**src/rtl/antares_divider.sv**
```systemverilog
// Iterative radix-2 restoring divider (DIV/DIVU), one quotient bit per cycle.
// Optional ANTARES_DIV_EARLY_EN: a zero divisor skips the iteration and completes in one cycle.
module antares_divider #(
  parameter int WIDTH = 32
) (
  input  logic             clk,
  input  logic             rst_n,
  input  logic             op_divs,
  input  logic             op_divu,
  input  logic [WIDTH-1:0] dividend,
  input  logic [WIDTH-1:0] divisor,
  input  logic             abort,
  output logic [WIDTH-1:0] quotient,
  output logic [WIDTH-1:0] remainder,
  output logic             busy,
  output logic             done,
  output logic             div_by_zero
);

  localparam int CW = $clog2(WIDTH + 1);

  typedef enum logic [1:0] {S_IDLE, S_BUSY, S_DONE} state_t;

  state_t state, state_nxt;

  logic [CW-1:0]    cnt;
  logic [WIDTH-1:0] rem_r, quo_r, dvsr_r;
  logic             neg_q, neg_r, dbz_r;

  logic             start, is_signed, load, step, finish, fast;
  logic             a_neg, b_neg, dvsr_zero;
  logic [WIDTH-1:0] a_mag, b_mag;
  logic [WIDTH:0]   shifted;
  logic [WIDTH+1:0] trial;
  logic [WIDTH-1:0] rem_step, quo_step;
  logic [WIDTH-1:0] fin_q_raw, fin_r_raw;
  logic             fin_nq, fin_nr, fin_dbz;

  assign start     = op_divs | op_divu;
  assign is_signed = op_divs;
  assign a_neg     = is_signed & dividend[WIDTH-1];
  assign b_neg     = is_signed & divisor[WIDTH-1];
  assign a_mag     = a_neg ? -dividend : dividend;
  assign b_mag     = b_neg ? -divisor : divisor;
  assign dvsr_zero = (divisor == '0);

`ifdef ANTARES_DIV_EARLY_EN
  assign fast = load & dvsr_zero;
`else
  assign fast = 1'b0;
`endif

  // One restoring step; the extra top bit of trial is the borrow.
  assign shifted = {rem_r, quo_r[WIDTH-1]};
  assign trial   = {1'b0, shifted} - {2'b00, dvsr_r};

  always_comb begin
    if (!trial[WIDTH+1]) begin
      rem_step = trial[WIDTH-1:0];
      quo_step = {quo_r[WIDTH-2:0], 1'b1};
    end else begin
      rem_step = shifted[WIDTH-1:0];
      quo_step = {quo_r[WIDTH-2:0], 1'b0};
    end
  end

  // The early zero-divisor path produces the same result the full iteration would.
  assign fin_q_raw = fast ? {WIDTH{1'b1}} : quo_step;
  assign fin_r_raw = fast ? a_mag : rem_step;
  assign fin_nq    = fast ? (a_neg ^ b_neg) : neg_q;
  assign fin_nr    = fast ? a_neg : neg_r;
  assign fin_dbz   = fast ? 1'b1 : dbz_r;

  always_comb begin
    state_nxt = state;
    load      = 1'b0;
    step      = 1'b0;
    finish    = 1'b0;
    case (state)
      S_IDLE: begin
        if (start && !abort) begin
          load      = 1'b1;
          state_nxt = S_BUSY;
`ifdef ANTARES_DIV_EARLY_EN
          if (dvsr_zero) begin
            finish    = 1'b1;
            state_nxt = S_DONE;
          end
`endif
        end
      end
      S_BUSY: begin
        if (abort) begin
          state_nxt = S_IDLE;
        end else begin
          step = 1'b1;
          if (cnt == CW'(1)) begin
            finish    = 1'b1;
            state_nxt = S_DONE;
          end
        end
      end
      S_DONE: begin
        if (abort) begin
          state_nxt = S_IDLE;
        end else if (start) begin
          load      = 1'b1;
          state_nxt = S_BUSY;
`ifdef ANTARES_DIV_EARLY_EN
          if (dvsr_zero) begin
            finish    = 1'b1;
            state_nxt = S_DONE;
          end
`endif
        end else begin
          state_nxt = S_IDLE;
        end
      end
      default: state_nxt = S_IDLE;
    endcase
  end

  always_ff @(posedge clk or negedge rst_n) begin
    if (!rst_n) begin
      state <= S_IDLE;
      busy  <= 1'b0;
      done  <= 1'b0;
    end else begin
      state <= state_nxt;
      busy  <= (state_nxt == S_BUSY);
      done  <= (state_nxt == S_DONE);
    end
  end

  always_ff @(posedge clk or negedge rst_n) begin
    if (!rst_n) begin
      cnt         <= '0;
      rem_r       <= '0;
      quo_r       <= '0;
      dvsr_r      <= '0;
      neg_q       <= 1'b0;
      neg_r       <= 1'b0;
      dbz_r       <= 1'b0;
      quotient    <= '0;
      remainder   <= '0;
      div_by_zero <= 1'b0;
    end else begin
      if (load) begin
        cnt    <= CW'(WIDTH);
        rem_r  <= '0;
        quo_r  <= a_mag;
        dvsr_r <= b_mag;
        neg_q  <= a_neg ^ b_neg;
        neg_r  <= a_neg;
        dbz_r  <= dvsr_zero;
      end else if (step) begin
        cnt   <= cnt - CW'(1);
        rem_r <= rem_step;
        quo_r <= quo_step;
      end
      if (finish) begin
        quotient    <= fin_nq ? -fin_q_raw : fin_q_raw;
        remainder   <= fin_nr ? -fin_r_raw : fin_r_raw;
        div_by_zero <= fin_dbz;
      end
    end
  end

endmodule
```
**config.mk**
```make
export PLATFORM = sky130hd
export DESIGN_NAME = antares_divider
export DESIGN_NICKNAME = d
export VERILOG_FILES = /design/src/rtl/antares_divider.sv
export SDC_FILE = /design/constraint.sdc
export NUM_CORES = 1
export LEC_CHECK = 0
export ABC_AREA = 1
export CAP_MARGIN = 20
export CELL_PAD_IN_SITES_DETAIL_PLACEMENT = 2
export CELL_PAD_IN_SITES_GLOBAL_PLACEMENT = 2
export CORE_UTILIZATION = 32
export DETAILED_ROUTE_END_ITERATION = 8
export PLACE_DENSITY = 0.92
export REMOVE_ABC_BUFFERS = 1
export SLEW_MARGIN = 20
export SYNTH_ARGS = -nofsm -noshare
export SYNTH_HDL_FRONTEND = slang
export SYNTH_SLANG_ARGS = --single-unit
```
**constraint.sdc**
```tcl
create_clock -name clk -period 7.5 [get_ports clk]
set_input_delay 1.125 -clock clk [delete_from_list [all_inputs] [get_ports clk]]
set_output_delay 1.125 -clock clk [all_outputs]
set_load 0.02 [all_outputs]
```
Yosys cells after proc, flatten, opt, wreduce, memory -nomap -nowiden:

Index checks and enable logic that the tools add are counted.

* $add $sub $neg: 6
* reduce and logical (&&, ||, !) cells: 5
* bitwise operators: 4
* multiplexer cells: 27
* equal/unequal tests: 5

Operators by type and width (count)
* 32-bit two-way mux: 9
* 32-bit negation: 4
* 33-bit by 32-bit subtractor with 34-bit output: 1
* 32-bit logical NOT: 1
* 6-bit two-way mux: 2
* 1-bit two-way mux: 11
* 6-bit by 1-bit equality test with 1-bit output, second input constant: 1
* 2-bit two-way mux: 3
* 2-bit one-hot mux with 3 select lines: 1
* 6-bit by 1-bit subtractor with 6-bit output, second input constant: 1
* 2-bit by 1-bit equality test with 1-bit output, second input constant: 2
* 2-bit equality test, second input constant: 2
* 1-bit AND: 2
* 2-bit logical NOT: 1
* 1-bit one-hot mux with 2 select lines: 1
* 2-bit nonzero test: 1
* 1-bit logical AND: 1
* 1-bit logical NOT: 1
* 1-bit OR: 1
* 1-bit bitwise XOR: 1

* bits in registers: 174
* output and inout port bits: 67
* word-level logic and storage cells: 60
* bits of input ports: 69

Depth between registers and ports, before layout:

* depth after elaboration: 5
* depth in mapped cells: 26
* depth with buffers taken out: 25

Worst setup path before layout:

Ideal clock, no wire load.

* kind: register -> register
* from: register rem_r[19]
* to: register quotient[28]
* stages on the path, launching flop included: 22
* clock period less this slack: 3.556 ns
* setup slack: 3.944 ns
* path buffers: 1
* arrival: 3.473 ns
* library setup time: 0.083 ns
* required time: 7.417 ns
* cells stage by stage: dfrtp_1 -> ha_1 -> nand2_1 -> nand2_1 -> o21bai_1 -> nand2_1 -> nand2_2 -> a21oi_4 -> nand2_8 -> inv_4 -> buf_2 -> ha_1 -> inv_1 -> nor3_1 -> nand3_1 -> nor3_1 -> nor3b_1 -> nand4_1 -> o21ai_0 -> o21ai_0 -> xor2_1 -> o21ai_0

* longest elaborated chain between the ends: 4

RTL lines
* from (decl): RTL line 27 `logic [WIDTH-1:0] rem_r, quo_r, dvsr_r;`
* from (signal assigned): RTL line 158 `rem_r <= rem_step;`
* 33-bit by 32-bit subtractor with 34-bit output: RTL line 55 `assign trial = {1'b0, shifted} - {2'b00, dvsr_r};`
* 1-bit two-way mux: RTL line 58 `if (!trial[WIDTH+1]) begin`
* 32-bit negation: RTL line 162 `quotient <= fin_nq ? -fin_q_raw : fin_q_raw;`
* 32-bit two-way mux: RTL line 162
* to (signal assigned): RTL line 162
* to (decl): RTL line 13 `output logic [WIDTH-1:0] quotient,`

No other way between the ends.
A chain may end at the register's enable or synchronous reset.

Worst setup path after layout:

* from: register rem_r[17]
* to: register quotient[28]

Same word-level chain as after synthesis.

==> summary.txt <==
Setup path
  – WP data required: about 7800 ps
  – Critical-path maximum fanout: 54
  – Critical path capture point type: register
  – CP Data Arrival Time: ~5700 ps
  – CP startpoint kind: register
  – Path type of the worst setup path: reg -> reg

GRT
  – Largest net degree at the start of global routing: ~110
  – Initial antenna violation count: 8
  – Gr usage total: a little under a third
  – First-pass GRT wire length: 99.0 mm
  – Remaining Overflow, GRT: 0
  – Vias in the first global route: around 16000

Die
  – I/O pin count: approximately 140
  – Core ar.: roughly 40000 sq um
  – FP Rows: just over 70
  – Die area: just over 40000 sq um
  – Initial Util: approximately a third
  – DIE HEIGHT: a little over 200 um
  – Die width: about 200 um

Drt
  – Via count: 14300
  – Iter 0 DRT Violations: ~850
  – Drt wl/cell: approximately 25 um
  – Final WL: ~64 mm
  – DR vias/cell: about 5.7
  – Drt first pass iters: 5
  – Antenna Nets Post-Route: 0
  – # DRC: 0

Pwr
  – Total Power: between 8 and 9 mW
  – Peak VDD IR: between 200 and 250 uV
  – Leak: approximately 7.5 nW
  – Power per Cell Area: 538 nW/um^2

Synth
  – Post-Synth Simple-Gate Area: 33.7%
  – Main combinational cell family by area after synthesis: simple AND/OR/NAND/NOR gates
  – Compound-cell area share of the yosys netlist: roughly 13%
  – Post-Synth Adder-Cell Area: about 3.9%
  – Number of library cell types mapped by synthesis: between 50 and 60
  – Yosys warning count: 0
  – Synth Register Bits: approximately 170
  – Syn_area_per_cell: between 6 and 7 sq um
  – Post-synthesis mux area share: 0%
  – Ys flop type: dfrtp_1
  – Sequential fraction of the synthesis area: around a third
  – Post-Synth XOR/XNOR Area: between 5 and 6%
  – Syn Inst Count: about 1900
  – Mapped cell area: 12800 sq um
  – Number of flops mapped to enable cells by yosys: 0
  – FFs w/ async S/R, synth: between 90% and 100%

Final layout
  – Most common cell after layout, fill and taps aside: nand2_1
  – Final core utilization: 39.0%
  – Area delta synth->final: 19.0%
  – Nets: 2095
  – Share of cells above drive strength 1: 6.25%
  – Fillcell total: between 4000 and 5000
  – Commonest non-fill, non-tap cells in the layout: nand2_1, inv_1, dfrtp_1

Timing
  – Worst hold slack: 485 ps
  – Final period utilization: between 70 and 80%
  – Final TNS setup: 0 ps
  – Setup violations, final: 0
  – Final WS setup: roughly 2100 ps
  – Fmax: between 150 and 200 MHz
  – Max-slew violations: 0
  – Slew @ Worst Pin: ~1000 ps
  – Final hold violation count: 0
  – Min cycle time layout: 5400 ps
  – Worst rel slew slack: between 30% and 40%
  – RSZ-0062 raised after global routing: false
  – Worst Skew: around 19 ps

Clock network
  – CTS tree: yes
  – Worst-path clk slew: ~80 ps
  – Clock tree buffer depth: 2
  – CTS buffer count: 17
  – Postcts setup bufs: 0
  – Root Buffer: clkbuf_16
  – Resize count post-CTS: 0
  – Worst skew pair latency: roughly 480 ps
  – Sink Count: about 170
  – Hold buffer count at CTS: 0
  – H-tree levels: 4

Hold path
  – Worst Hold Class: reg -> reg

Place
  – GP Congestion: roughly 0.93
  – PortBufs: roughly 140
  – Hpwl dp: 44.3 mm
  – Dpl ws: 2370 ps

Run
  – Max-cap violations: 0

Outcome
  – Status: completed
==> worst paths after layout <==
kind,slack [ps],cells after the start,to,start
setup / recovery,2100,19,quotient[28],rem_r[17]
hold reg to reg,490,2,remainder[23],remainder[23]
max in group asynchronous,5120,2,quo_r[22],rst_n
hold / removal,490,2,remainder[23],remainder[23]
setup reg to reg,2100,19,quotient[28],rem_r[17]
min in group asynchronous,770,1,quotient[14],rst_n
==> stage by stage <==
stage | cell area (sq um) | cells
detailed placement | 14600 | 2486
global placement | 14600 | 2486
finish | 15200 | 2520
floorplan | 12500 | 1824
CTS | 15200 | 2518
global route | 15200 | 2518
==> sequential cells by signal, indices dropped and copies added, names as in the netlist, 2 cells and up <==
signal / cells
cnt: 6
dvsr_r: 32
quo_r: 32
quotient: 32
rem_r: 32
remainder: 32
state: 2
==> cells by family (layout without fill, tap and decap cells) <==
group	count (synthesis)	in the layout
AOI/OAI and AO/OA	276	276
xor gates and xnor gates	87	87
adders and majority gates	39	39
buffers and inverters	312	430
DFF	174	174
other	0	2
and+or+nand+nor	994	994
==> Yosys cell counts, types with 13 or more instances <==
cell / n / share of area, %
nand3_1: 140 / 5.5
inv_1: 245 / 7.2
nand2_1: 571 / 17
o221ai_1: 29 / 2.0
o21ai_1: 13 / 0.51
clkbuf_1: 42 / 1.2
ha_1: 38 / 3.7
xnor2_1: 17 / 1.2
xor2_1: 70 / 4.8
nor3_1: 26 / 1.0
nor2_1: 153 / 4.5
o21ai_0: 132 / 5.2
a21oi_1: 47 / 1.8
nand2_2: 24 / 1.2
dfrtp_1: 174 / 34
o22ai_1: 19 / 0.93
nand4_1: 26 / 1.3
==> critical path: stages (launching register included) <==
cell	delay, ps
dfrtp_1	440
ha_1	390
a21oi_1	310
o21bai_1	110
nand2_1	90
nand2_2	90
a21oi_4	390
nand2_8	340
inv_4	420
ha_1	240
inv_1	70
nor3_1	230
nand3_1	210
nor3_1	250
nor3b_1	630
nand4_1	230
o21ai_0	330
o21ai_0	170
xor2_1	170
o21ai_0	100
==> area by class of cell <==
class / instances / area, sq um / area share [%]
Sequential cell: 174 / 4350 / 28.6
Tap cell: 518 / 648 / 4.26
Clock buffer: 18 / 429 / 2.82
Timing Repair Buffer: 144 / 1420 / 9.35
Antenna cell: 2 / 5.00 / 0.0329
Multi-Input combinational cell: 1396 / 7220 / 47.4
Clock inverter: 14 / 181 / 1.19
Inverter: 254 / 957 / 6.29
==> report_power, final <==
group,switching (mW),total [mW],internal (mW),leakage (nW)
combinational,4.11,5.66,1.54,4.93
clock,0.473,1.01,0.532,0.297
sequential,0.289,1.52,1.23,2.27
total,4.88,8.18,3.31,7.50
==> routing by layer <==
metal | vias up | global-route usage [%] | share of wire (%) | routed length (um)
met5 | - | 0 | 0.11 | 69
met4 | 10 | 16.6 | 5.1 | 3240
met3 | 178 | 6.88 | 5.6 | 3600
met2 | 520 | 56.7 | 50 | 32200
met1 | 7267 | 35.3 | 39 | 24900
li1 | 6281 | - | - | -
(Power assumes the default switching activity.)
